**src/rtl/spi_pkg.sv**
```systemverilog
// spi_pkg: SPI command word field widths, chip command codes, master FSM states and bit-order helper
package spi_pkg;
  localparam int SPI_CODE_LEN = 6;
  localparam int SPI_ADDR_LEN = 10;
  localparam int SPI_DATA_LEN = 16;
  localparam int LEN_SPI = SPI_CODE_LEN + SPI_ADDR_LEN + SPI_DATA_LEN;
  localparam int IDX_W = $clog2(LEN_SPI);
  localparam logic [SPI_CODE_LEN-1:0] CMD_NOP = 6'd0;
  localparam logic [SPI_CODE_LEN-1:0] CMD_READ_REC = 6'd1;
  localparam logic [SPI_CODE_LEN-1:0] CMD_WRITE_REC = 6'd4;
  localparam logic [SPI_CODE_LEN-1:0] CMD_AFE_RST = 6'd7;
  localparam logic [SPI_CODE_LEN-1:0] CMD_AFE_RST_REL = 6'd8;
  localparam logic [SPI_CODE_LEN-1:0] CMD_WR_ELE_NP = 6'd10;
  localparam logic [SPI_CODE_LEN-1:0] CMD_RD_ELE_NP = 6'd11;
  localparam logic [SPI_CODE_LEN-1:0] CMD_ELE_RST = 6'd12;
  localparam logic [SPI_CODE_LEN-1:0] CMD_RD_ADC = 6'd19;
  localparam logic [SPI_CODE_LEN-1:0] CMD_WR_CHEM_NP = 6'd20;
  localparam logic [SPI_CODE_LEN-1:0] CMD_RD_CHEM_NP = 6'd21;
  localparam logic [SPI_CODE_LEN-1:0] CMD_CHEM_RST = 6'd22;
  localparam logic [SPI_CODE_LEN-1:0] CMD_WR_ELE_CACHE = 6'd23;
  localparam logic [SPI_CODE_LEN-1:0] CMD_WR_CHEM_CACHE = 6'd24;
  typedef enum logic [2:0] {IDLE, SHIFT_HI, SHIFT_LO, TRAIL, GAP} spi_state_t;
  function automatic logic [IDX_W-1:0] bit_pos(input logic [IDX_W-1:0] i, input logic msb);
    return msb ? IDX_W'(LEN_SPI - 1) - i : i;
  endfunction
endpackage

```
**src/rtl/spi_cmd_fifo.sv**
```systemverilog
// spi_cmd_fifo: synchronous FIFO with occupancy level and synchronous flush on rst
module spi_cmd_fifo #(
  parameter int W = 32,
  parameter int D = 4
) (
  input  logic               clk,
  input  logic               rst,
  input  logic               wr_en,
  input  logic [W-1:0]       wr_data,
  input  logic               rd_en,
  output logic [W-1:0]       rd_data,
  output logic [$clog2(D):0] level,
  output logic               full,
  output logic               empty
);
  localparam int AW = $clog2(D);
  logic [W-1:0] mem [D];
  logic [AW-1:0] wp, rp;
  logic do_wr, do_rd;
  assign full = level == (AW+1)'(D);
  assign empty = level == '0;
  assign do_wr = wr_en && !full;
  assign do_rd = rd_en && !empty;
  assign rd_data = mem[rp];
  // storage array, contents need no reset
  always_ff @(posedge clk) if (do_wr) mem[wp] <= wr_data;
  // pointers wrap naturally; simultaneous read and write leave the level unchanged
  always_ff @(posedge clk) begin
    if (rst) begin
      wp <= '0;
      rp <= '0;
      level <= '0;
    end else begin
      wp <= do_wr ? wp + AW'(1) : wp;
      rp <= do_rd ? rp + AW'(1) : rp;
      level <= level + (AW+1)'(do_wr) - (AW+1)'(do_rd);
    end
  end
endmodule

```
**src/rtl/spi_cmd_master.sv**
```systemverilog
// spi_cmd_master: queued SPI command master; define SPI_AUTO_DUMMY_EN to append a zero frame after non-zero codes
module spi_cmd_master
  import spi_pkg::*;
#(
  parameter int SCK_DIV = 5,
  parameter int FIFO_DEPTH = 4,
  parameter bit MSB_FIRST = 1'b0
) (
  input  logic                        clk_50M,
  input  logic                        rst,
  input  logic                        cmd_valid,
  output logic                        cmd_ready,
  input  logic [LEN_SPI-1:0]          cmd_data,
  output logic                        rsp_valid,
  output logic [LEN_SPI-1:0]          rsp_data,
  output logic                        busy,
  output logic [$clog2(FIFO_DEPTH):0] fifo_level,
  output logic                        sck,
  output logic                        mosi,
  output logic                        cs_n,
  input  logic                        miso
);
  localparam int CW = $clog2(SCK_DIV + 1);
  spi_state_t state;
  logic [CW-1:0] cnt;
  logic [IDX_W-1:0] bit_i;
  logic [LEN_SPI-1:0] word, cap, head;
  logic full, empty, pop, tick, dummy_pend;
  spi_cmd_fifo #(.W(LEN_SPI), .D(FIFO_DEPTH)) u_fifo (
    .clk(clk_50M),
    .rst(rst),
    .wr_en(cmd_valid),
    .wr_data(cmd_data),
    .rd_en(pop),
    .rd_data(head),
    .level(fifo_level),
    .full(full),
    .empty(empty)
  );
`ifndef SPI_AUTO_DUMMY_EN
  assign dummy_pend = 1'b0;
`endif
  assign cmd_ready = !full;
  assign tick = cnt == CW'(SCK_DIV - 1);
  assign pop = state == IDLE && !empty && !dummy_pend;
  assign busy = state != IDLE || fifo_level != '0 || dummy_pend;
  // frame sequencer: every phase lasts SCK_DIV cycles; mosi only moves when sck rises
  always_ff @(posedge clk_50M) begin
    if (rst) begin
      state <= IDLE;
      cnt <= '0;
      bit_i <= '0;
      word <= '0;
      cap <= '0;
      sck <= 1'b1;
      cs_n <= 1'b1;
      mosi <= 1'b0;
      rsp_valid <= 1'b0;
      rsp_data <= '0;
`ifdef SPI_AUTO_DUMMY_EN
      dummy_pend <= 1'b0;
`endif
    end else begin
      rsp_valid <= 1'b0;
      cnt <= tick ? '0 : cnt + CW'(1);
      case (state)
        IDLE: begin
          cnt <= '0;
          if (pop || dummy_pend) begin
            word <= dummy_pend ? '0 : head;
            mosi <= dummy_pend ? 1'b0 : head[bit_pos('0, MSB_FIRST)];
            bit_i <= '0;
            cs_n <= 1'b0;
            sck <= 1'b1;
            state <= SHIFT_HI;
`ifdef SPI_AUTO_DUMMY_EN
            dummy_pend <= 1'b0;
`endif
          end
        end
        SHIFT_HI: if (tick) begin
          sck <= 1'b0;
          cap[bit_pos(bit_i, MSB_FIRST)] <= miso;
          state <= SHIFT_LO;
        end
        SHIFT_LO: if (tick) begin
          sck <= 1'b1;
          if (bit_i != IDX_W'(LEN_SPI - 1)) begin
            bit_i <= bit_i + IDX_W'(1);
            mosi <= word[bit_pos(bit_i + IDX_W'(1), MSB_FIRST)];
            state <= SHIFT_HI;
          end else begin
            mosi <= 1'b0;
            state <= TRAIL;
          end
        end
        TRAIL: if (tick) begin
          cs_n <= 1'b1;
          rsp_valid <= 1'b1;
          rsp_data <= cap;
          state <= GAP;
`ifdef SPI_AUTO_DUMMY_EN
          dummy_pend <= word[LEN_SPI-1 -: SPI_CODE_LEN] != '0;
`endif
        end
        GAP: if (tick) state <= IDLE;
        default: state <= IDLE;
      endcase
    end
  end
endmodule

```
**config.mk**
```make
export PLATFORM = sky130hd
export DESIGN_NAME = spi_cmd_master
export DESIGN_NICKNAME = d
export VERILOG_FILES = /design/src/rtl/spi_pkg.sv /design/src/rtl/spi_cmd_fifo.sv /design/src/rtl/spi_cmd_master.sv
export SDC_FILE = /design/constraint.sdc
export NUM_CORES = 1
export LEC_CHECK = 0
export CAP_MARGIN = 15
export CORE_MARGIN = 5
export CORE_UTILIZATION = 30
export DETAILED_ROUTE_END_ITERATION = 10
export PLACE_DENSITY = 0.56
export SLEW_MARGIN = 20
export SYNTH_ARGS = -nofsm -noshare
export SYNTH_HDL_FRONTEND = slang
export SYNTH_HIERARCHICAL = 1
export SYNTH_SLANG_ARGS = --single-unit
```
**constraint.sdc**
```tcl
create_clock -name clk_50M -period 2.8 [get_ports clk_50M]
set_input_delay 0.56 -clock clk_50M [delete_from_list [all_inputs] [get_ports clk_50M]]
set_output_delay 0.56 -clock clk_50M [all_outputs]
set_load 0.03 [all_outputs]
```
==> Yosys cells after proc, flatten, opt, wreduce, memory -nomap -nowiden <==
Memories as Yosys holds them, arrays and structs flattened. A register that Yosys moved wholly into a read port is not among the register bits.
Cells that the tools add are included.
W data, S select, Z words.
{ "word_totals": {"rom_bits": 0, "word_cells": 92, "latchBits": 0, "register_bits": 118, "mem_bits_rw": 128, "output_inout_bits": 41, "memories": 1, "input_bits": 36} }
{ "memory_table": {"columns": ["name", "words", "width", "rd", "rd_ports_with_merged_regs", "wr", "line", "source"], "rows": [
  ["u_fifo.mem", 4, 32, 1, 1, 1, "spi_cmd_fifo.sv:17", "logic [W-1:0] mem [D];"]
]} }
{ "op_classes": {"div_mod_pow": 0, "mul": 0, "mux": 31, "n_eq_ne": 13, "addsub": 6, "reduce_logical": 24, "shift": 0, "bitwise": 1, "n_lt_le_gt_ge": 3} }
{ "op_table": {"columns": ["cell", "n"], "rows": [
  ["$bwmux W32", 1],
  ["$mux W3", 5],
  ["$mux W5", 3],
  ["$pmux W3 S5", 1],
  ["$lt A5 B6 Y1 const B", 2],
  ["$mux W1", 12],
  ["$ne A2 B2 Y1 const B", 5],
  ["$pmux W5 S2", 1],
  ["$eq A3 B3 Y1 const B", 3],
  ["$reduce_bool A3 Y1", 3],
  ["$reduce_and A4 Y1", 2],
  ["$eq A3 B2 Y1 const B", 2],
  ["$logic_not A3 Y1", 2],
  ["$mux W2", 3],
  ["$reduce_and A2 Y1", 3],
  ["$reduce_and A3 Y1", 2],
  ["$add A5 B1 Y5 const B", 1],
  ["$bmux W1 S5", 1],
  ["$demux W1 S5", 1],
  ["$ge A5 B1 Y1 const B", 1],
  ["$ne A5 B5 Y1 const B", 1],
  ["$reduce_and A5 Y1", 1],
  ["$add A2 B1 Y2 const B", 2],
  ["$logic_and A1 B1 Y1", 4],
  ["13 further kinds", 16]
]} }

==> Logic depth before layout (Yosys ltp) <==
Gate-level depths: netlist of the first run.
{ "logic_depth": {"ltp_word": 6, "mapped_depth": 15, "ltp_nobuf": 13} }

==> Cells and area by module <==
The synthesis of the first run kept the hierarchy.
{ "modules_own_cells": {"columns": ["mod", "cells_each", "area_each_um2", "seq_area_each_um2", "instances"], "rows": [
  ["spi_cmd_fifo", 218, 5132.4, 4023.9, 1],
  ["spi_cmd_master", 542, 4553.1, 2222.1, 1]
]} }

==> Least setup slack after synthesis of the first run <==
OpenSTA, ideal clock, no wires.
{ "synth_path": {"kind": "register to register", "from": "register u_fifo.level[1]", "to": "register u_fifo.level[2]", "path_stages_with_launch": 15, "path_slack_ns": -0.022, "n_path_buf": 2, "required_ns": 2.675, "arrival_ns": 2.698, "synth_period_minus_slack_ns": 2.822, "cell_sequence": "dfxtp_1 > nor3_2 > or2_2 > clkbuf_1 > inv_1 > buf_2 > o31ai_2 > inv_1 > ha_1 > inv_1 > ha_1 > fa_1 > xnor2_1 > xnor2_1 > nor2_1"} }
{ "synth_between": {"elab_chain_len": 5, "elab_cells_between_ends": 9, "classes_between": "add/sub: 2; eq/ne: 1; reduce/logical: 6"} }
{ "synth_rtl": {"columns": ["element", "line", "source"], "rows": [
  ["start, declared", "spi_cmd_fifo.sv:12", "output logic [$clog2(D):0] level,"],
  ["start signal, assigned", "spi_cmd_fifo.sv:36", "level <= level + (AW+1)'(do_wr) - (AW+1)'(do_rd);"],
  ["$logic_not A3 Y1", "spi_cmd_fifo.sv:21", "assign empty = level == '0;"],
  ["net empty", "spi_cmd_master.sv:28", "logic full, empty, pop, tick, dummy_pend;"],
  ["$logic_not A1 Y1", "spi_cmd_master.sv:45", "assign pop = state == IDLE && !empty && !dummy_pend;"],
  ["$logic_and A1 B1 Y1", "spi_cmd_master.sv:45", null],
  ["net pop", "spi_cmd_master.sv:28", null],
  ["$logic_and A1 B1 Y1", "spi_cmd_fifo.sv:23", "assign do_rd = rd_en && !empty;"],
  ["net u_fifo.do_rd", "spi_cmd_fifo.sv:19", "logic do_wr, do_rd;"],
  ["$sub A3 B1 Y3", "spi_cmd_fifo.sv:36", null]
]} }
The timed path passes the listed nets, and every way through them passes these cells.
A chain may end at the register's enable or synchronous reset.

==> Final worst setup path of the first run <==
{ "layout_path": {"from": "register state[0]", "to": "output port busy"} }
{ "layout_between": {"elab_chain_len": 2} }
{ "layout_rtl": {"columns": ["element", "line", "source"], "rows": [
  ["start, declared", "spi_cmd_master.sv:24", "spi_state_t state;"],
  ["start signal, assigned", "spi_cmd_master.sv:50", "state <= IDLE;"],
  ["start signal, assigned", "spi_cmd_master.sv:75", "state <= SHIFT_HI;"],
  ["start signal, assigned", "spi_cmd_master.sv:84", "state <= SHIFT_LO;"],
  ["$reduce_bool A3 Y1", "spi_cmd_master.sv:46", "assign busy = state != IDLE || fifo_level != '0 || dummy_pend;"],
  ["$logic_or A1 B1 Y1", "spi_cmd_master.sv:46", null],
  ["end, declared", "spi_cmd_master.sv:16", "output logic busy,"]
]} }
Every way passes these cells.

==> impl_metrics.yaml, run 1 <==
placed_design:
  io_buffers: 76
  place_hpwl_um: 11900
  routabilityCongestion: 0.714
  placedCellCount: 1207
clocking:
  h-tree-depth: 1
  cts_max_path_buffers: 3
  cts_sinks: 248
  clockRootBuffer: "clkbuf_16"
  cts_buffers: 28
  insertion_delay_ns: 0.53
  cts_tree: "built"
  cts.hold.buffers_added: 0
  clkTransAtPathRegs_ns: 0.06
sta:
  setup-violations-final: 0
  fin_crit_sh: 0.931
  fmax_ghz: 0.384
  skew_ns: 0.0118
  max_slew_margin: 0.457
  post-route-min-period_ns: 2.61
  rsz0062_at_grt: "no"
  slew_violations: 0
  hold_violations: 0
  tightestPinTransition_ns: 0.815
  tns_ns: 0
power_and_ir_drop:
  swShare: 0.261
  power_density_nw_per_um2: 808
  power_frac_comb: 0.167
  pwr-share-clk: 0.364
  p_leak_nw: 3.81
  p_switching_mw: 2.49
  p_int_mw: 7.03
  p_total_mw: 9.52
  max-vdd-ir-drop_mv: 0.404
  p_seq_frac: 0.469
setup_path:
  crit_path_end: "busy"
  r2r_cells: 13
  start_kind: "register"
  r2r-start: "state[0]"
  slowest_delay_ns: 0.44
  crit_type: "register to output pin"
  cp_slowest_cell: "or4_1"
  crit_path_start: "state[0]"
  cp.depth: 4
  cp.arrival_ns: 2.05
  cp_data_required_time_ns: 2.24
  crit_buf_inv: 1
  endpoint_kind: "output pin"
  worstPathMaxFanout: 8
  cp_top_family: "simple AND/OR/NAND/NOR gates"
  r2r_slack_ns: 0.36
  crit_chain: "nor2_1 -> nand2_1 -> or4_1 -> dlygate4sd2_1"
  r2r_end: "u_fifo/level[2]"
finish:
  diodes: 0
  final_common_cell: "nand2_1"
  drive_gt1_frac: 0.130
  stdcell_count: 1259
  seq_area_um2: 6250
  fillers: 3066
  multi_input_area_um2: 3120
  area_growth_pct: 21.7
  nets: 885
  layout_common_cells: "nand2_1, edfxtp_1, dfxtp_1"
synthesis:
  yosysWarnings: 6
  synth_edf_count: 128
  synth-seq-cells: 248
  postSynth.asyncResetShare: 0
  synth_area_per_cell_um2: 12.7
  synthCells: 760
  syn_area_um2: 9690
  yosysUniqueCellTypes: 44
  synth_flop_cell: "edfxtp_1"
  ys_seq_area_frac: 0.645
  syn_nets: 810
outcome:
  status: "finished clean"
drt:
  num_vias: 5721
  vias_per_cell: 4.54
  wl_um: 19300
  firstDrtPassIters: 4
  drt-wirelength-per-cell_um: 15.4
  ant_nets: 0
  drc: 0
  drtIter0Drc: 294
global_route:
  gr-usage-met3: 0.0204
  grt_use_total: 0.107
  grt_overflow_total: 0
  use_met2: 0.182
  grt_pass1_vias: 5860
  busiest_layer: "met2"
  antenna_found_initial: 0
  grt_pass1_wl_um: 31500
  met1_usage: 0.140
  grt_max_degree: 76
floorplan:
  row_count: 65
  initial_core_util: 0.305
  dieArea_um2: 36000
  die_height_um: 190
  core-area_um2: 31700
  num_io_pins: 77
  die_w_um: 190
run:
  drv_cap: 0
worst_hold_path:
  min_path_type: "register to register"
  min_from: "rsp_data[19]"
-- metal layers --
layer,share of wire,up-vias
met2,0.48,108
met4,0.025,0
li1,-,2836
met5,0,-
met1,0.46,2745
met3,0.039,32
-- logic make-up after synthesis --
| logic type | count (synthesis) | synth area share |
|---|---|---|
| AOI/OAI and AO/OA | 85 | 0.0481 |
| xor gates and xnor gates | 7 | 0.00633 |
| adders and majority gates | 14 | 0.0189 |
| buffers and inverters | 64 | 0.0338 |
| DFF | 248 | 0.645 |
| muxes | 81 | 0.133 |
| and+or+nand+nor | 261 | 0.115 |
-- state kept, by name (all words and copies together), names as in the netlist, named ones only --
register      flops
sck               1
cs_n              1
rsp_valid         1
word             32
bit_i             5
u_fifo/mem      128
mosi              1
u_fifo/level      3
u_fifo/wp         2
rsp_data         32
cnt               3
u_fifo/rp         2
cap              32
state             3
-- power by group through the flow --
stage	Clock, mW	Sequential (mW)	Combinational, mW
floorplan	0	4.53	1.13
global placement	0	4.54	1.62
detailed placement	0	4.55	1.65
CTS	3.57	4.47	1.65
global route	3.74	4.51	1.78
finish	3.46	4.46	1.59
-- repair_timing --
action | in CTS | in global routing
gates resized for setup | 1 | 0
endpoints found under the setup margin | 1 | 0
buffers inserted | 0 | 0
-- Yosys cell counts (2+ instances only) --
cell / n / share of area
buf_12: 3 / 0.0062
dfxtp_1: 120 / 0.25
ha_1: 13 / 0.017
nor2b_1: 3 / 0.0019
inv_1: 18 / 0.0070
and2_1: 6 / 0.0039
nand3b_1: 9 / 0.0070
nand2_1: 135 / 0.052
xor2_1: 3 / 0.0027
buf_2: 9 / 0.0047
a21oi_1: 71 / 0.037
or3_1: 4 / 0.0026
nor2_1: 82 / 0.032
mux2i_1: 42 / 0.043
nand2b_1: 3 / 0.0019
mux4_2: 38 / 0.088
xnor2_1: 4 / 0.0036
clkbuf_1: 30 / 0.012
edfxtp_1: 128 / 0.40
a22oi_1: 3 / 0.0023
o21ai_0: 5 / 0.0026
nor3_1: 4 / 0.0021
and3_1: 2 / 0.0013
buf_6: 2 / 0.0023
nand3_1: 4 / 0.0021
-- stage by stage --
step           setup slack, ns  utilization  hold WS (ns)  instance area [um^2]
2_1_floorplan           0.0218            -         0.417                  9690
3_3_place_gp             0.167        0.343         0.435                 10900
3_5_place_dp             0.146        0.343         0.445                 10900
4_1_cts                  0.160        0.371         0.453                 11800
5_1_grt                  0.102        0.371         0.472                 11800
6_report                 0.194        0.371         0.450                 11800
-- worst min path at each step --
stage                               to  slack, ns  depth (start not counted)
after floorplan                 cnt[0]       0.42                          1
after global placement          cnt[0]       0.43                          1
after detailed placement   rsp_data[8]       0.44                          2
after CTS                 rsp_data[19]       0.45                          2
after global routing      rsp_data[20]       0.47                          2
final                     rsp_data[19]       0.45                          2
-- final cells by class --
type                            instances  area share
Sequential cell                       248       0.530
Multi-Input combinational cell        448       0.265
Timing Repair Buffer                   91      0.0802
Clock buffer                           42      0.0709
Tap cell                              402      0.0427
Inverter                               18     0.00573
Clock inverter                         10     0.00552
-- worst min-delay path, stage by stage (launching register included) --
cell     delay (ns)
dfxtp_1        0.30
nand2_1        0.05
a21oi_1        0.05
(Power assumes the default switching activity.)
==> run 2, diff against run 1 <==
--- a/config.mk
+++ b/config.mk
@@ -9,6 +9,7 @@
 export CORE_MARGIN = 5
 export CORE_UTILIZATION = 30
 export DETAILED_ROUTE_END_ITERATION = 10
+export MAX_ROUTING_LAYER = met4
 export PLACE_DENSITY = 0.56
 export SLEW_MARGIN = 20
 export SYNTH_ARGS = -nofsm -noshare
==> run 2 against run 1 <==
Effect of this change: core utilization unchanged; combinational power about the same; non-clock buffer count did not move; die area is the same; register-to-register slack is essentially flat; sequential power about the same; final cell count unchanged; clock skew decreased by 0.00066 ns; fmax rose by 0.55%; first-iteration DRC count rose by 0.34%; count of clock-buffer cells in the layout unchanged; critical path type unchanged; worst hold slack about the same.
==> impl_metrics.yaml, run 2 (synthesis results as in run 1) <==
finish:
  multi_input_area_um2: 3120
  fillers: 3066
  largest_reg_flops: 128
  area_growth_pct: 21.7
  layout_common_cells: "nand2_1, edfxtp_1, dfxtp_1"
  design_area_um2: 11800
  nets: 885
  drive_gt1_frac: 0.130
  final_common_cell: "nand2_1"
  diodes: 0
  top_register: "u_fifo/mem"
  seq_area_um2: 6250
  stdcell_count: 1259
drt:
  wl_met1_um: 8790
  top_layer: "met4"
  drc: 0
  firstDrtPassIters: 4
  wl_met2_um: 9370
  vias_per_cell: 4.52
  drt-wirelength-per-cell_um: 15.4
  num_vias: 5693
  route.met3.wl_um: 692
  wl_um: 19300
  ant_nets: 0
  drtIter0Drc: 295
global_route:
  grt_pass1_vias: 5859
  grt_overflow_total: 0
  antenna_found_initial: 0
  grt_pass1_wl_um: 31600
  grt_use_total: 0.110
  grt_max_degree: 76
run:
  drv_cap: 0
sta:
  setup-violations-final: 0
  fin_crit_sh: 0.925
  skew_ns: 0.0112
  fmax_ghz: 0.386
  tightestPinTransition_ns: 0.809
  hold_violations: 0
  tns_ns: 0
  rsz0062_at_grt: "no"
  post-route-min-period_ns: 2.59
  slew_violations: 0
  max_slew_margin: 0.461
floorplan:
  die_w_um: 190
  initial_core_util: 0.305
  die_height_um: 190
  num_io_pins: 77
  row_count: 65
  core-area_um2: 31700
  dieArea_um2: 36000
clocking:
  clockRootBuffer: "clkbuf_16"
  insertion_delay_ns: 0.53
  cts.hold.buffers_added: 0
  cts_setup_buffers: 0
  cts_tree: "built"
  h-tree-depth: 1
  clkTransAtPathRegs_ns: 0.06
  cts_sinks: 248
  cts_buffers: 28
  cts_max_path_buffers: 3
placed_design:
  io_buffers: 76
  place_hpwl_um: 11900
  routabilityCongestion: 0.724
  placedCellCount: 1207
  place_area_um2: 10900
power_and_ir_drop:
  max-vdd-ir-drop_mv: 0.404
  p_total_mw: 9.51
  p_leak_nw: 3.81
  pwr-share-clk: 0.364
  power_frac_comb: 0.167
  p_int_mw: 7.03
  power_density_nw_per_um2: 807
  p_seq_frac: 0.469
  p_switching_mw: 2.48
  swShare: 0.261
setup_path:
  worstPathMaxFanout: 8
  cp_data_required_time_ns: 2.24
  r2r-start: "state[0]"
  crit_path_start: "state[0]"
  crit_type: "register to output pin"
  start_kind: "register"
  cp.arrival_ns: 2.03
  endpoint_kind: "output pin"
outcome:
  status: "finished clean"
worst_hold_path:
  min_path_type: "register to register"
  min_from: "rsp_data[19]"
==> run 2: cell counts in the layout (fill, tap and decap cells not counted) <==
Identical to the previous run, type by type.
==> run 2: power by group through the flow <==
stage	Clock (mW)	Sequential, mW	Combinational, mW
floorplan	0	4.53	1.13
global placement	0	4.54	1.62
detailed placement	0	4.55	1.65
CTS	3.57	4.47	1.65
global route	3.74	4.51	1.78
finish	3.46	4.46	1.59
==> run 2: what timing repair did <==
| action | CTS | global route |
|---|---|---|
| setup endpoints to repair | 1 | 0 |
| gates resized for setup | 1 | 0 |
| endpoints found under the hold margin | 0 | 0 |
==> run 2: per-stage QoR <==
step           utilization  hold WS (ns)  worst slack, ns
4_1_cts              0.371         0.453            0.160
3_3_place_gp         0.343         0.435            0.167
2_1_floorplan            -         0.417           0.0218
3_5_place_dp         0.343         0.445            0.146
6_report             0.371         0.450            0.209
5_1_grt              0.371         0.472            0.102
==> run 2: metal layers <==
metal  vias up  track usage
met5         -            -
met4         0       0.0295
met3        33       0.0198
met2        93        0.183
met1      2731        0.141
li1       2836            -
==> run 2: final timing paths <==
kind | endpoint | depth (start not counted) | slack (ns)
setup / recovery | busy | 4 | 0.21
hold / removal | rsp_data[19] | 2 | 0.45
setup reg to reg | u_fifo/level[2] | 13 | 0.37
hold reg to reg | rsp_data[19] | 2 | 0.45
==> run 2: critical path: stages (launching register included) <==
cell and delay [ns]:
dfxtp_1 0.37, nor2_1 0.19, nand2_1 0.13, or4_1 0.44
dlygate4sd2_1 0.38
==> run 2: area by class of cell <==
type,instances,area share
Inverter,18,0.00573
Timing Repair Buffer,91,0.0802
Tap cell,402,0.0427
Sequential cell,248,0.530
Clock buffer,42,0.0709
Multi-Input combinational cell,448,0.265
Clock inverter,10,0.00552
